===== src/rtl/gaussian_conv3x3.sv =====
// Streaming 3x3 Gaussian blur stage, kernel [1 2 1; 2 4 2; 1 2 1] / 16.
// Three lock-step registers under one stall enable, plus a per-frame output count.
module gaussian_conv3x3 #(
  parameter int ROUND = 1,
  parameter int CNT_W = 19
) (
  input  logic             i_clk,
  input  logic             i_rst,
  input  logic [71:0]      i_win_data,
  input  logic             i_win_valid,
  input  logic             i_win_last,
  output logic             o_win_ready,
  output logic [7:0]       o_pix_data,
  output logic             o_pix_valid,
  output logic             o_pix_last,
  input  logic             i_pix_ready,
  output logic [CNT_W-1:0] o_pix_count,
  output logic             o_frame_done
);

  // Middle row is stored halved (p3 + 2*p4 + p5) so all row sums fit 10 bits.
  typedef struct packed {
    logic       v;
    logic       l;
    logic [9:0] r0;
    logic [9:0] r1h;
    logic [9:0] r2;
  } s1_t;

  typedef struct packed {
    logic        v;
    logic        l;
    logic [11:0] sum;
  } s2_t;

  localparam logic [11:0] RND = (ROUND != 0) ? 12'd8 : 12'd0;

  function automatic logic [9:0] tap3(
    input logic [7:0] a,
    input logic [7:0] b,
    input logic [7:0] c
  );
    return {2'b00, a} + {1'b0, b, 1'b0} + {2'b00, c};
  endfunction

  logic       en;
  logic       hs;
  logic [7:0] px [9];
  s1_t        s1;
  s2_t        s2;

  for (genvar k = 0; k < 9; k++) begin : g_px
    assign px[k] = i_win_data[8*k +: 8];
  end

  assign en          = ~o_pix_valid | i_pix_ready;
  assign o_win_ready = en;
  assign hs          = o_pix_valid & i_pix_ready;

  always_ff @(posedge i_clk) begin
    if (i_rst) begin
      s1          <= '0;
      s2          <= '0;
      o_pix_valid <= 1'b0;
      o_pix_last  <= 1'b0;
      o_pix_data  <= '0;
    end else if (en) begin
      s1.v        <= i_win_valid;
      s1.l        <= i_win_valid & i_win_last;
      s1.r0       <= tap3(px[0], px[1], px[2]);
      s1.r1h      <= tap3(px[3], px[4], px[5]);
      s1.r2       <= tap3(px[6], px[7], px[8]);
      s2.v        <= s1.v;
      s2.l        <= s1.l;
      s2.sum      <= {2'b00, s1.r0} + {1'b0, s1.r1h, 1'b0}
                   + {2'b00, s1.r2};
      o_pix_valid <= s2.v;
      o_pix_last  <= s2.l;
      o_pix_data  <= 8'((s2.sum + RND) >> 4);
    end
  end

  always_ff @(posedge i_clk) begin
    if (i_rst) begin
      o_pix_count  <= '0;
      o_frame_done <= 1'b0;
    end else begin
      o_frame_done <= hs & o_pix_last;
      if (hs) begin
        if (o_pix_last) begin
          o_pix_count <= '0;
        end else begin
          o_pix_count <= o_pix_count + 1'b1;
        end
      end
    end
  end

endmodule


===== config.mk =====
export PLATFORM = sky130hd
export DESIGN_NAME = gaussian_conv3x3
export DESIGN_NICKNAME = d
export VERILOG_FILES = /design/src/rtl/gaussian_conv3x3.sv
export SDC_FILE = /design/constraint.sdc
export NUM_CORES = 1
export LEC_CHECK = 0
export ABC_CLOCK_PERIOD_IN_PS = 3200
export BUFFER_PORTS_ARGS = -buffer_cell sky130_fd_sc_hd__buf_2
export CAP_MARGIN = 20
export CORE_ASPECT_RATIO = 0.75
export CORE_MARGIN = 8
export CORE_UTILIZATION = 25
export CTS_BUF_LIST = sky130_fd_sc_hd__clkbuf_2 sky130_fd_sc_hd__clkbuf_4 sky130_fd_sc_hd__clkbuf_8
export CTS_CLUSTER_DIAMETER = 200
export DETAILED_ROUTE_END_ITERATION = 6
export GPL_ROUTABILITY_DRIVEN = 0
export REMOVE_ABC_BUFFERS = 1
export SYNTH_ARGS = -nofsm -noshare
export SYNTH_HDL_FRONTEND = slang
export SYNTH_SLANG_ARGS = --single-unit
export TNS_END_PERCENT = 5

===== constraint.sdc =====
create_clock -name i_clk -period 3.2 [get_ports i_clk]
set_input_delay 0.16 -clock i_clk [delete_from_list [all_inputs] [get_ports i_clk]]
set_output_delay 0.16 -clock i_clk [all_outputs]
set_load 0.02 [all_outputs]

==> impl_results.md <==
* Final hold vios at 0
* Root Driver: clkbuf_8
* CTS max path bufs at 2
* Setup Skew at 0.0140 ns
* Total Power at between 0.003 and 0.004 W
* Worst setup margin at about 0.61 ns
* Avg Cell Area, Syn at about 9 sq um
* Top cell type's share of synthesized area at 0.307
* Diodes inserted at 0
* Final setup viols at 0
* Number of H-tree levels at 3
* CTS Hold Buffers Added at 0
* Overflow after GRT at 0
* Final slew viol count at 0
* Sequential-to-total area share from yosys stat at 0.307
* Die Height at around 140 um
* Max-cap violations at 0
* Worst skew pair latency at 0.37 ns
* Min-delay worst type: in2reg
* Pwr per Cell Area at about 540 nW/um^2
* Area growth, synth to finish at 20.2%
* WP data required at roughly 3.5 ns
* Ys async rst share at 0
* Period utilization at 0.810
* Clock Sinks at 73
* Largest net degree at the start of global routing at 66
* Setup CP Type: reg2reg
* Worst endpoint data arrival time at about 2.9 ns
* Worst VDD drop at approximately 220 uV
* Seq cells post-synth at between 70 and 80
* Worst r2r src: s1[2]$_SDFFE_PP0P_
* Setup_tns at 0 ns
* Synth area leader: dfxtp_1
* YS warnings at 0
* Worst-path clk slew at 0.09 ns
* Worst slew pin tran at about 0.89 ns
* RSZ-0062 raised after global routing: no
* Post-DP HPWL at 9550 um
* Top FF cell, synth: dfxtp_1
* Min-delay src: i_win_valid
* Vias per Instance at roughly 4.7
* Drt wl/cell at 14.2 um
* Std-Cell Rows at 43
* CP Max Fanout at 8
* Num CTS Buffers at 9
* Ports at between 100 and 150
* Capturing point of the worst reg2reg path: s2[9]$_SDFFE_PP0P_
* DR DRC count at 0
* Number of distinct library cells after synthesis at 53
* Fill cell count at 1,986
* Cells on Worst Hold Path at 3
* Status: finished, final reports clean
* Post-Syn Area at about 4800 sq um
* Core area at 18,600 sq um
* Number of synthesized flops with an enable pin at 0
* Final core area utilization at 0.309
* CP endpoint kind: flop
* Critical Path Source Type: flop
* Post-Syn Instances at between 500 and 600
* Pre-Repair DR Iteration Count at 5
* # port buffers at around 110
* Slew margin rel. at 0.404
* First DRT Iteration DRCs at about 240
* Vias in the first global route at slightly above 4,000
* FF-to-FF path depth at 9
* WHS at around 0.047 ns
* DP Worst Slack at between 0.5 and 0.6 ns
* Initial Util at 0.257
* CTS tree: done
* Hold endpoint: s1[31]$_SDFFE_PP0P_
* Post-DRT Antenna Nets at 0
* R2R Setup Slk at roughly 0.61 ns
* Lkg Pwr at about 2.5 nW
* Initial antenna violation count at 1
* Share of cells above drive strength 1 at 0.207
* Total number of vias at 4,106
* Fin crit period at between 2 and 3 ns
* NumNets Final at just under 800
* Setup bufs post-CTS at 0
* Fmax at ~0.39 GHz
* Die area at around 24,000 sq um
* Post-cts gate resize count at 0
* First-pass GRT wire length at roughly 21,000 um
* Top cells by area, synth: dfxtp_1, fa_1, ha_1, nand2_1, xnor2_1
* GRT Overall Usage at 0.108
* Die W at 175 um
* Final wirelength at about 13,000 um
## state kept, by name (all words and copies together), names as in the netlist
name          flops
o_pix_valid       1
s1               32
s2               11
o_pix_last        1
o_frame_done      1
o_pix_data        8
o_pix_count      19
## cell usage after synthesis (2+ instances only)
cell type	number
nor3_1	14
a22o_1	2
or3_1	5
o22ai_1	3
a211oi_1	11
nor2_1	41
buf_1	4
fa_1	33
and2_1	5
inv_1	13
and4_1	2
dfxtp_1	73
a21oi_1	35
a31oi_1	9
nor4b_1	9
nor2b_1	5
xor2_1	10
ha_1	38
xnor2_1	21
nand4_1	5
a211o_1	3
nand2_1	66
clkbuf_1	13
o21ai_0	20
buf_2	2
nor4_1	4
and3_1	10
nand3_1	19
nand4b_1	3
o21ai_1	2
a21o_1	3
o31ai_1	4
o211ai_1	7
or4_1	7
o21a_1	8
## cells in the final DEF, fill, tap and decap left out, drive strengths merged, types with 8 or more instances in the layout
cell type  netlist  final
xnor2           21     21
ha              38     38
inv             13     15
o21a             8      8
buf              7    112
xor2            10     10
nand2           66     66
clkbuf          14     10
a211oi          11     11
nand3           19     19
dfxtp           73     73
and3            10     10
a31oi            9      9
nor3            14     14
o21ai           22     22
a21oi           35     35
nor4b            9      9
nor2            41     41
fa              33     33
## layout make-up
| type | instances | area (sq um) | share of cell area |
|---|---|---|---|
| multi-input cells | 418 | 3150 | 0.549 |
| flip-flops and latches | 73 | 1460 | 0.255 |
| repair buffers | 112 | 573 | 0.100 |
| well taps | 247 | 309 | 0.0539 |
| clock buffers | 10 | 138 | 0.0240 |
| inverters | 14 | 52.6 | 0.00917 |
| clock inverters | 6 | 50.0 | 0.00873 |
## worst max-delay path, cell delays in order (launching register included)
cell and delay [ns]:
dfxtp_1 0.33, inv_1 0.06, fa_1 0.52, inv_1 0.04, ha_1 0.27, a41o_1 0.28
o21ba_4 0.24, o21a_1 0.18, or3_1 0.34, a32o_1 0.24
## metrics by stage
step,cells,area (sq um)
floorplan,505,4660
global placement,864,5540
detailed placement,864,5540
CTS,880,5730
global route,880,5730
finish,880,5730
## kinds of logic after synthesis
family | synth area share
AOI/OAI and AO/OA | 0.157
and+or+nand+nor | 0.206
muxes | 0.00210
xor gates and xnor gates | 0.0570
buffers and inverters | 0.0331
adders and majority gates | 0.238
DFF | 0.307
## report_power, final
part	internal, W	switching [W]	total, W	leakage [nW]
combinational	0.000573	0.000654	0.00123	1.76
sequential	0.00106	0.000120	0.00118	0.600
clock	0.000311	0.000397	0.000708	0.0895
total	0.00194	0.00117	0.00311	2.45
## routing by layer
metal  track usage  up-vias  part of all wire
met4        0.0183        2            0.0041
met1         0.145     1913              0.51
li1              -     2085                 -
met5             0        -           0.00080
met2         0.162       98              0.41
met3        0.0423        8             0.067
## worst max path at each step
stage	start	end	slack, ns	depth (start not counted)
global route	s1[2]$_SDFFE_PP0P_	s2[9]$_SDFFE_PP0P_	0.47	9
global placement	s1[2]$_SDFFE_PP0P_	s2[9]$_SDFFE_PP0P_	0.62	9
CTS	s1[2]$_SDFFE_PP0P_	s2[9]$_SDFFE_PP0P_	0.60	9
finish	s1[2]$_SDFFE_PP0P_	s2[9]$_SDFFE_PP0P_	0.61	9
floorplan	o_pix_valid$_SDFFE_PP0P_	s1[18]$_SDFFE_PP0P_	0.56	4
detailed placement	s1[2]$_SDFFE_PP0P_	s2[9]$_SDFFE_PP0P_	0.59	9
Note: power is estimated with default switching activity, not from simulation.
